===== src/rtl/ps2_keypad_pkg.sv =====
// ps2_keypad_pkg: shared types and helpers for the PS/2 -> CHIP-8 keypad block.
//   state_t    parser FSM states (IDLE, EXT, BRK, EXT_BRK)
//   SC_EXT     Set-2 extended prefix byte (E0)
//   SC_BRK     Set-2 break prefix byte (F0)
//   key_map_t  {valid, key} result of a scancode lookup
//   map_base   plain scancode -> hex key
//   map_arrow  extended (E0-prefixed) arrow scancode -> hex key
package ps2_keypad_pkg;

    typedef enum logic [1:0] {
        IDLE,
        EXT,
        BRK,
        EXT_BRK
    } state_t;

    localparam logic [7:0] SC_EXT = 8'hE0;
    localparam logic [7:0] SC_BRK = 8'hF0;

    typedef struct packed {
        logic       valid;
        logic [3:0] key;
    } key_map_t;

    // Left-hand 4x4 block of a QWERTY keyboard laid over the CHIP-8 pad.
    function automatic key_map_t map_base(input logic [7:0] sc);
        key_map_t m;
        m.valid = 1'b1;
        m.key   = '0;
        case (sc)
            8'h16: m.key = 4'h1;
            8'h1E: m.key = 4'h2;
            8'h26: m.key = 4'h3;
            8'h25: m.key = 4'hC;
            8'h15: m.key = 4'h4;
            8'h1D: m.key = 4'h5;
            8'h24: m.key = 4'h6;
            8'h2D: m.key = 4'hD;
            8'h1C: m.key = 4'h7;
            8'h1B: m.key = 4'h8;
            8'h23: m.key = 4'h9;
            8'h2B: m.key = 4'hE;
            8'h1A: m.key = 4'hA;
            8'h22: m.key = 4'h0;
            8'h21: m.key = 4'hB;
            8'h2A: m.key = 4'hF;
            default: m.valid = 1'b0;
        endcase
        return m;
    endfunction

    // Arrow keys: up/left/right/down onto the usual CHIP-8 direction keys.
    function automatic key_map_t map_arrow(input logic [7:0] sc);
        key_map_t m;
        m.valid = 1'b1;
        m.key   = '0;
        case (sc)
            8'h75: m.key = 4'h2;
            8'h6B: m.key = 4'h4;
            8'h74: m.key = 4'h6;
            8'h72: m.key = 4'h8;
            default: m.valid = 1'b0;
        endcase
        return m;
    endfunction

endpackage


===== src/rtl/ps2_keypad_sync_edge.sv =====
// ps2_sync_edge: two-flop synchronizer plus an edge register, producing a
// one-cycle pulse in the clk domain on each rising edge of an async input.
//   clk   in  system clock
//   res   in  synchronous active-high reset
//   din   in  asynchronous level input
//   rise  out one-cycle pulse, s2 & ~s3
module ps2_sync_edge (
    input  logic clk,
    input  logic res,
    input  logic din,
    output logic rise
);

    logic s1;
    logic s2;
    logic s3;

    always_ff @(posedge clk) begin
        if (res) begin
            s1 <= 1'b0;
            s2 <= 1'b0;
            s3 <= 1'b0;
        end else begin
            s1 <= din;
            s2 <= s1;
            s3 <= s2;
        end
    end

    assign rise = s2 & ~s3;

endmodule


===== src/rtl/ps2_keypad.sv =====
// ps2_keypad: turns the PS/2 decoder byte stream (ps2_clk domain) into the
// 16-key CHIP-8 hex keypad state in the clk domain.
//   TIMEOUT_CYCLES  clk cycles a prefix state may persist (min 4)
//   clk, res        system clock, synchronous active-high reset
//   ps2_ready       decoder byte strobe (async); ps2_data stable while high
//   ps2_error       decoder error strobe (async)
//   ps2_data[7:0]   decoder byte
//   keys[15:0]      bit n set while CHIP-8 key n is held
//   any_key         registered OR of keys (one cycle behind keys)
//   key_event       one-cycle pulse per mapped make/break
//   key_code[3:0]   key of the last event
//   key_down        1 = make, 0 = break, for the last event
// Build option: define PS2_KEYPAD_ARROWS_EN to map the E0-prefixed arrow
// keys onto keys 2/4/6/8; otherwise extended terminal bytes are consumed
// silently.
module ps2_keypad
    import ps2_keypad_pkg::*;
#(
    parameter int unsigned TIMEOUT_CYCLES = 2_000_000
) (
    input  logic        clk,
    input  logic        res,
    input  logic        ps2_ready,
    input  logic        ps2_error,
    input  logic [7:0]  ps2_data,
    output logic [15:0] keys,
    output logic        any_key,
    output logic        key_event,
    output logic [3:0]  key_code,
    output logic        key_down
);

    localparam int unsigned CW = (TIMEOUT_CYCLES > 1) ? $clog2(TIMEOUT_CYCLES) : 1;
    localparam logic [CW-1:0] TO_LAST = CW'(TIMEOUT_CYCLES - 1);

    logic          ready_rise;
    logic          error_rise;
    logic [7:0]    byte_q;
    logic          byte_valid;
    state_t        state;
    state_t        nxt;
    key_map_t      hit;
    logic          hit_down;
    logic [CW-1:0] cnt;
    logic          timeout;

    ps2_sync_edge u_sync_ready (
        .clk  (clk),
        .res  (res),
        .din  (ps2_ready),
        .rise (ready_rise)
    );

    ps2_sync_edge u_sync_error (
        .clk  (clk),
        .res  (res),
        .din  (ps2_error),
        .rise (error_rise)
    );

    assign timeout = (state != IDLE) && (cnt == TO_LAST);

    // Parse of the captured byte against the current prefix state.
    always_comb begin
        nxt      = IDLE;
        hit      = '0;
        hit_down = 1'b0;
        case (state)
            IDLE: begin
                if (byte_q == SC_EXT) begin
                    nxt = EXT;
                end else if (byte_q == SC_BRK) begin
                    nxt = BRK;
                end else begin
                    hit      = map_base(byte_q);
                    hit_down = 1'b1;
                end
            end
            EXT: begin
                if (byte_q == SC_BRK) begin
                    nxt = EXT_BRK;
                end else if (byte_q == SC_EXT) begin
                    nxt = EXT;
                end else begin
`ifdef PS2_KEYPAD_ARROWS_EN
                    hit = map_arrow(byte_q);
`else
                    hit = '0;
`endif
                    hit_down = 1'b1;
                end
            end
            BRK: begin
                hit      = map_base(byte_q);
                hit_down = 1'b0;
            end
            EXT_BRK: begin
`ifdef PS2_KEYPAD_ARROWS_EN
                hit = map_arrow(byte_q);
`else
                hit = '0;
`endif
                hit_down = 1'b0;
            end
            default: nxt = IDLE;
        endcase
    end

    // Priority: error rise drops both the pending and the incoming byte;
    // a timeout drops only the pending byte (an incoming one is still
    // captured and parsed from IDLE next cycle).
    always_ff @(posedge clk) begin
        if (res) begin
            state      <= IDLE;
            cnt        <= '0;
            byte_q     <= '0;
            byte_valid <= 1'b0;
            keys       <= '0;
            any_key    <= 1'b0;
            key_event  <= 1'b0;
            key_code   <= '0;
            key_down   <= 1'b0;
        end else begin
            key_event <= 1'b0;
            any_key   <= |keys;
            if (error_rise) begin
                state      <= IDLE;
                cnt        <= '0;
                byte_valid <= 1'b0;
            end else begin
                byte_valid <= ready_rise;
                if (ready_rise) begin
                    byte_q <= ps2_data;
                end
                if (state == IDLE || ready_rise || byte_valid || timeout) begin
                    cnt <= '0;
                end else begin
                    cnt <= cnt + 1'b1;
                end
                if (timeout) begin
                    state <= IDLE;
                end else if (byte_valid) begin
                    state <= nxt;
                    if (hit.valid) begin
                        keys[hit.key] <= hit_down;
                        key_event     <= 1'b1;
                        key_code      <= hit.key;
                        key_down      <= hit_down;
                    end
                end
            end
        end
    end

endmodule


===== config.mk =====
export PLATFORM = sky130hd
export DESIGN_NAME = ps2_keypad
export DESIGN_NICKNAME = d
export VERILOG_FILES = /design/src/rtl/ps2_keypad_pkg.sv /design/src/rtl/ps2_keypad_sync_edge.sv /design/src/rtl/ps2_keypad.sv
export SDC_FILE = /design/constraint.sdc
export NUM_CORES = 1
export LEC_CHECK = 0
export ABC_AREA = 1
export CORE_MARGIN = 5
export CORE_UTILIZATION = 60
export DETAILED_ROUTE_END_ITERATION = 12
export GPL_ROUTABILITY_DRIVEN = 0
export PLACE_DENSITY = 0.84
export SLEW_MARGIN = 10
export SYNTH_ARGS = -nofsm -noshare
export SYNTH_HDL_FRONTEND = slang
export SYNTH_SLANG_ARGS = --single-unit

===== constraint.sdc =====
create_clock -name clk -period 5.25 [get_ports clk]
set_input_delay 0.7875 -clock clk [delete_from_list [all_inputs] [get_ports clk]]
set_output_delay 0.7875 -clock clk [all_outputs]
set_load 0.03 [all_outputs]

==> results.json, run 1 <==
{
  "vias": 3027,
  "criticalPathCategory": "input pin to flop",
  "cts.htree.levels": 3,
  "ys_seq_area_frac": 0.395,
  "r2r_slack_ns": 2.97,
  "clockBufferDepth": 2,
  "ant_nets": 0,
  "setup-tns-final_ns": 0,
  "synth_cells": 478,
  "synthDistinctLibCells": 30,
  "rows": 26,
  "p_per_area_nw_per_um2": 244,
  "dr.pass1.iters": 4,
  "grt_pass1_vias": 2726,
  "io_pins": 35,
  "ys_seq_elements": 61,
  "synth.avg_cell_area_um2": 6.46,
  "slew_violations": 0,
  "via_per_inst": 5.16,
  "diodes": 0,
  "fin_nets": 525,
  "grt_usage": 0.220,
  "totalWireLength_mm": 6.73,
  "antenna_found_initial": 0,
  "clk_pin_slew_ns": 0.07,
  "multi_input_area_um2": 1630,
  "fp.coreArea_um2": 5040,
  "hold_class": "flop to flop",
  "ys_warn_count": 0,
  "die_h_um": 81.7,
  "rsz0062_at_grt": "no",
  "grt_pass1_wl_mm": 11.5,
  "p_leak_nw": 1.51,
  "post-route-period-util": 0.457,
  "area_delta_synth_final_pct": 17.3,
  "outcome": "finished clean",
  "drt_iter0_markers": 218,
  "cts_buffers": 9,
  "fmax_ghz": 0.417,
  "fillers": 428,
  "dieArea_um2": 6680,
  "pre_cts_ws_ns": 2.52,
  "setup-violations-final": 0,
  "drc_errors": 0,
  "tightestPinTransition_ns": 0.723,
  "final_common_cell": "nand2_1",
  "arrival_ns": 2.59,
  "postCtsSetupBuffers": 0,
  "cts.sinks": 61,
  "start_kind": "input pin",
  "worst_clock_skew_ns": 0.00561,
  "min_period_ns": 2.40,
  "syn_area_um2": 3090,
  "clk-insertion-delay-late_ns": 0.33,
  "layout_common_cells": "nand2_1 (119), nor2_1 (117), dfxtp_1 (61), inv_1 (39), clkdlybuf4s50_1 (34)",
  "relSlewSlack": 0.515,
  "drive_gt1_frac": 0.0638,
  "grt.overflow.total": 0,
  "hold_viol": 0,
  "wire_per_inst_um": 11.5,
  "seq_area_um2": 1220,
  "setup_slack_ns": 2.85,
  "cts_root_buffer": "clkbuf_8",
  "start_util": 0.612,
  "ir_drop_mv": 0.173,
  "path_max_fanout": 28,
  "cap_violations": 0,
  "crit_path_end_kind": "flop",
  "dpl.hpwl_mm": 4.99,
  "port_buffers": 34,
  "ctsResizeCount": 0,
  "syn_nets": 491,
  "cp.required_ns": 5.44,
  "cts_tree": "yes",
  "die_x_um": 81.7,
  "grt_max_degree": 36,
  "hold_buffers": 0
}
cell families (layout without fill, tap and decap cells):
group           after synthesis  after routing  share of synthesized area
fa+ha+maj                     1              1                    0.00405
flops                        61             61                      0.395
simple gates                299            299                      0.406
xor+xnor                     11             11                     0.0312
compound gates               50             50                     0.0863
buf+inv                      56             95                     0.0774
worst paths after layout:
check / start / cells past startpoint / end
max: res / 4 / key_code[2]
min: u_sync_ready.s1 / 2 / u_sync_ready.s2
max reg2reg: byte_q[5] / 12 / keys[9]
min reg2reg: u_sync_ready.s1 / 2 / u_sync_ready.s2
state kept, by name (all words and copies together) (netlist names), 2 cells and up:
signal,cells
cnt,21
keys,16
byte_q,8
key_code,4
state,2
report_power, final:
group / internal [mW] / switching, mW / total, mW
Clock: 0.195 / 0.174 / 0.368
Combinational: 0.0172 / 0.0276 / 0.0447
Sequential: 0.468 / 0.00382 / 0.472
per-stage QoR:
stage	total power, mW	hold slack [ns]	cells	utilization	area, µm²
4_1_cts	0.889	0.402	587	0.719	3620
6_report	0.885	0.401	587	0.719	3620
2_1_floorplan	0.513	0.388	478	-	3090
5_1_grt	0.920	0.425	587	0.719	3620
3_3_place_gp	0.525	0.390	571	0.683	3450
3_5_place_dp	0.527	0.393	571	0.683	3450
routing by layer:
| metal | vias to the layer above | routed length, µm | part of all wire | global-route usage |
|---|---|---|---|---|
| met2 | 67 | 3320 | 0.49 | 0.372 |
| met4 | 0 | 123 | 0.018 | 0.0980 |
| met3 | 13 | 305 | 0.045 | 0.0537 |
| met1 | 1361 | 2980 | 0.44 | 0.262 |
| met5 | - | 0 | 0 | 0 |
| li1 | 1586 | - | - | - |
critical path, cell delays in order:
cell	delay, ns
clkdlybuf4s50_1	0.72
clkinv_1	0.70
o21ai_0	0.31
a21oi_1	0.06
synth_stat cells:
master,instances,share of area
a21oi_1,27,0.044
a21oi_2,1,0.0028
a221oi_1,1,0.0028
a31oi_1,2,0.0041
a41oi_1,1,0.0028
and3_1,2,0.0041
buf_2,2,0.0032
buf_4,3,0.0073
buf_6,2,0.0073
clkbuf_1,4,0.0049
clkinv_1,1,0.0012
dfxtp_1,61,0.40
ha_1,1,0.0041
inv_1,39,0.047
inv_2,5,0.0061
nand2_1,119,0.14
nand2_2,7,0.014
nand3_1,29,0.047
nand3b_1,1,0.0024
nand4_1,5,0.010
nor2_1,117,0.14
nor2_4,3,0.011
nor3_1,9,0.015
nor3_2,1,0.0032
nor4_1,5,0.010
o211ai_1,1,0.0024
o21ai_0,17,0.028
or2_2,1,0.0020
xnor2_1,2,0.0057
xor2_1,9,0.026
layout make-up:
cell class | instances | area share
clock buffer | 12 | 0.0428
tap | 70 | 0.0242
multi-input combinational | 361 | 0.449
sequential | 61 | 0.337
timing repair buffer | 34 | 0.0939
clock inverter | 4 | 0.00622
inverter | 45 | 0.0466
Power figures use the tool's default switching activity.
==> inputs of run 2 (changes only) <==
--- a/config.mk
+++ b/config.mk
@@ -7,10 +7,10 @@
 export LEC_CHECK = 0
 export ABC_AREA = 1
 export CORE_MARGIN = 5
-export CORE_UTILIZATION = 60
+export CORE_UTILIZATION = 50
 export DETAILED_ROUTE_END_ITERATION = 12
 export GPL_ROUTABILITY_DRIVEN = 0
-export PLACE_DENSITY = 0.84
+export PLACE_DENSITY = 0.75
 export SLEW_MARGIN = 10
 export SYNTH_ARGS = -nofsm -noshare
 export SYNTH_HDL_FRONTEND = slang
==> constraint.sdc (replaced) <==
create_clock -name clk -period 1.9 [get_ports clk]
set_input_delay 0.285 -clock clk [delete_from_list [all_inputs] [get_ports clk]]
set_output_delay 0.285 -clock clk [all_outputs]
set_load 0.03 [all_outputs]
==> run 2 against run 1 <==
The flow now finishes with violations (setup timing). Sequential share of layout area down 4.9 points. Total power rose to 3.2 times the previous value. Utilization up 0.70 points. Combinational power rose to 3.8 times the previous value. First-iteration DRC count up 21%. Final cell count up 4.9%. Non-clock buffer count up 23. Sequential power rose to 2.8 times the previous value. Critical path depth up 10. Critical path type is now flop to flop.
==> results.json, run 2 (synthesis results as in run 1) <==
{
  "layout_common_cells": "nor2_1 (94), nand2_1 (86), dfxtp_1 (51)",
  "met2_length_mm": 4.28,
  "power.total_mw": 2.83,
  "slew_violations": 0,
  "io_pins": 35,
  "holdPathEnd": "u_sync_error.s2",
  "wire_per_inst_um": 13.9,
  "grt_max_degree": 36,
  "hold_viol": 0,
  "crit_cells": 14,
  "worst_clock_skew_ns": 0.0119,
  "cts_tree": "yes",
  "largest_register_ff_count": 21,
  "setup-tns-final_ns": -0.0194,
  "fin_nets": 549,
  "holdWs_ns": 0.403,
  "clockBufferDepth": 2,
  "dr_wl_met3_um": 545,
  "die_h_um": 88.6,
  "criticalPathCategory": "flop to flop",
  "setup-violations-final": 1,
  "clk_pin_slew_ns": 0.07,
  "crit_top_cell": "nand2_2",
  "diodes": 0,
  "grt_pass1_vias": 3042,
  "fp.coreArea_um2": 5960,
  "drive_gt1_frac": 0.277,
  "cp.required_ns": 2.11,
  "grt_usage": 0.202,
  "drc_errors": 0,
  "arrival_ns": 2.13,
  "via_per_inst": 5.42,
  "r2r-end": "key_down",
  "whs_path_depth": 2,
  "min_from": "u_sync_error.s1",
  "die_x_um": 88.6,
  "grt_pass1_wl_mm": 12.6,
  "rows": 28,
  "dpl.hpwl_mm": 5.27,
  "largest_register": "cnt",
  "rsz0062_at_grt": "yes",
  "vias": 3337,
  "worst_path_dominant_cell_family": "simple AND/OR/NAND/NOR gates",
  "critical_path_buf_inv_count": 4,
  "start_util": 0.518,
  "r2r_slack_ns": -0.02,
  "tightestPinTransition_ns": 0.484,
  "crit_path_end_kind": "flop",
  "path_max_fanout": 9,
  "path_cells": "ha_4 > nand2_2 > inv_2 > nand2_4 > nor3_2 > nand3_1 > nand2_1 > inv_1 > nand2_2 > nor2_4 > buf_6 > clkbuf_16 > o21ai_1 > a21oi_1",
  "top_regs": "cnt: 21 flops, keys: 16 flops, byte_q: 8 flops",
  "final_common_cell": "nor2_1",
  "drt_iter0_markers": 263,
  "utilization": 0.726,
  "post-route-period-util": 1.01,
  "ir_drop_mv": 0.432,
  "cts_buffers": 9,
  "pre_cts_ws_ns": 0.0169,
  "fillers": 439,
  "p_leak_nw": 1.77,
  "min_period_ns": 1.92,
  "crit_path_max_incr_delay_ns": 0.37,
  "grt.overflow.total": 0,
  "met1_length_mm": 3.47,
  "totalWireLength_mm": 8.56,
  "failed_checks": "setup timing",
  "fmax_ghz": 0.521,
  "timing.rr.start": "cnt[0]",
  "top_layer_used": "met4",
  "cap_violations": 0,
  "cpMaxStageDelayCell": "dfxtp_4",
  "ant_nets": 0,
  "cts.sinks": 61,
  "dr.pass1.iters": 5,
  "relSlewSlack": 0.676,
  "outcome": "finished with violations",
  "dieArea_um2": 7850,
  "cts_root_buffer": "clkbuf_8",
  "clk-insertion-delay-late_ns": 0.34,
  "cts.htree.levels": 3,
  "hold_buffers": 0,
  "area_delta_synth_final_pct": 40.0,
  "hold_class": "flop to flop",
  "antenna_found_initial": 0,
  "r2r_cells": 14,
  "start_kind": "flop",
  "p_per_area_nw_per_um2": 654,
  "setup_slack_ns": -0.0194,
  "port_buffers": 34
}
## run 2: area by class of cell
cell class | instances | area [µm²] | share of cell area
clock buffers | 11 | 151 | 0.0350
clock inverters | 5 | 81.3 | 0.0188
inverters | 45 | 171 | 0.0397
multi-input cells | 362 | 1970 | 0.457
flip-flops and latches | 61 | 1240 | 0.288
well taps | 75 | 93.8 | 0.0217
repair buffers | 57 | 606 | 0.140
## run 2: power by group
group / total, mW / switching (mW) / internal [mW]
combinational: 0.169 / 0.0999 / 0.0694
sequential: 1.30 / 0.0130 / 1.29
clock: 1.35 / 0.541 / 0.812
## run 2: what timing repair did
action | CTS | global route
endpoints found under the setup margin | 3 | 24
gates resized for setup | 2 | 120
pin swaps | 1 | 26
setup buffers | 0 | 7
cloned | 1 | 4
## run 2: worst min-delay path: cells and delay by family, from the launching register on
kind | cells | cell delay [ns]
DFF | 1 | 0.30
buffers and inverters | 1 | 0.04
and+or+nand+nor | 1 | 0.03
## run 2: worst max path at each step
| stage | from | endpoint | slack [ns] |
|---|---|---|---|
| 2_1_floorplan | cnt[0] | cnt[18] | 0.19 |
| 3_3_place_gp | byte_q[5] | keys[13] | -0.005 |
| 3_5_place_dp | cnt[0] | cnt[18] | 0.02 |
| 4_1_cts | byte_q[2] | keys[6] | 0.01 |
| 5_1_grt | byte_q[1] | keys[13] | -0.13 |
| 6_report | cnt[0] | key_down | -0.02 |
## run 2: stage by stage
stage	area, µm²	cells
after floorplan	3090	478
after global placement	3550	588
after detailed placement	3550	588
after CTS	3800	605
after global routing	4320	616
final	4320	616
## run 2: layer usage
metal | up-vias | GRT usage
met5 | - | 0
met4 | 0 | 0.0893
met3 | 28 | 0.0521
met2 | 139 | 0.349
met1 | 1529 | 0.236
li1 | 1641 | -
==> inputs of run 3 (changes only) <==
--- a/config.mk
+++ b/config.mk
@@ -6,6 +6,7 @@
 export NUM_CORES = 1
 export LEC_CHECK = 0
 export ABC_AREA = 1
+export CAP_MARGIN = 15
 export CORE_MARGIN = 5
 export CORE_UTILIZATION = 50
 export DETAILED_ROUTE_END_ITERATION = 12
==> results of run 3 <==
Same layout as run 2: the final DEF is identical, and so are final timing and power.
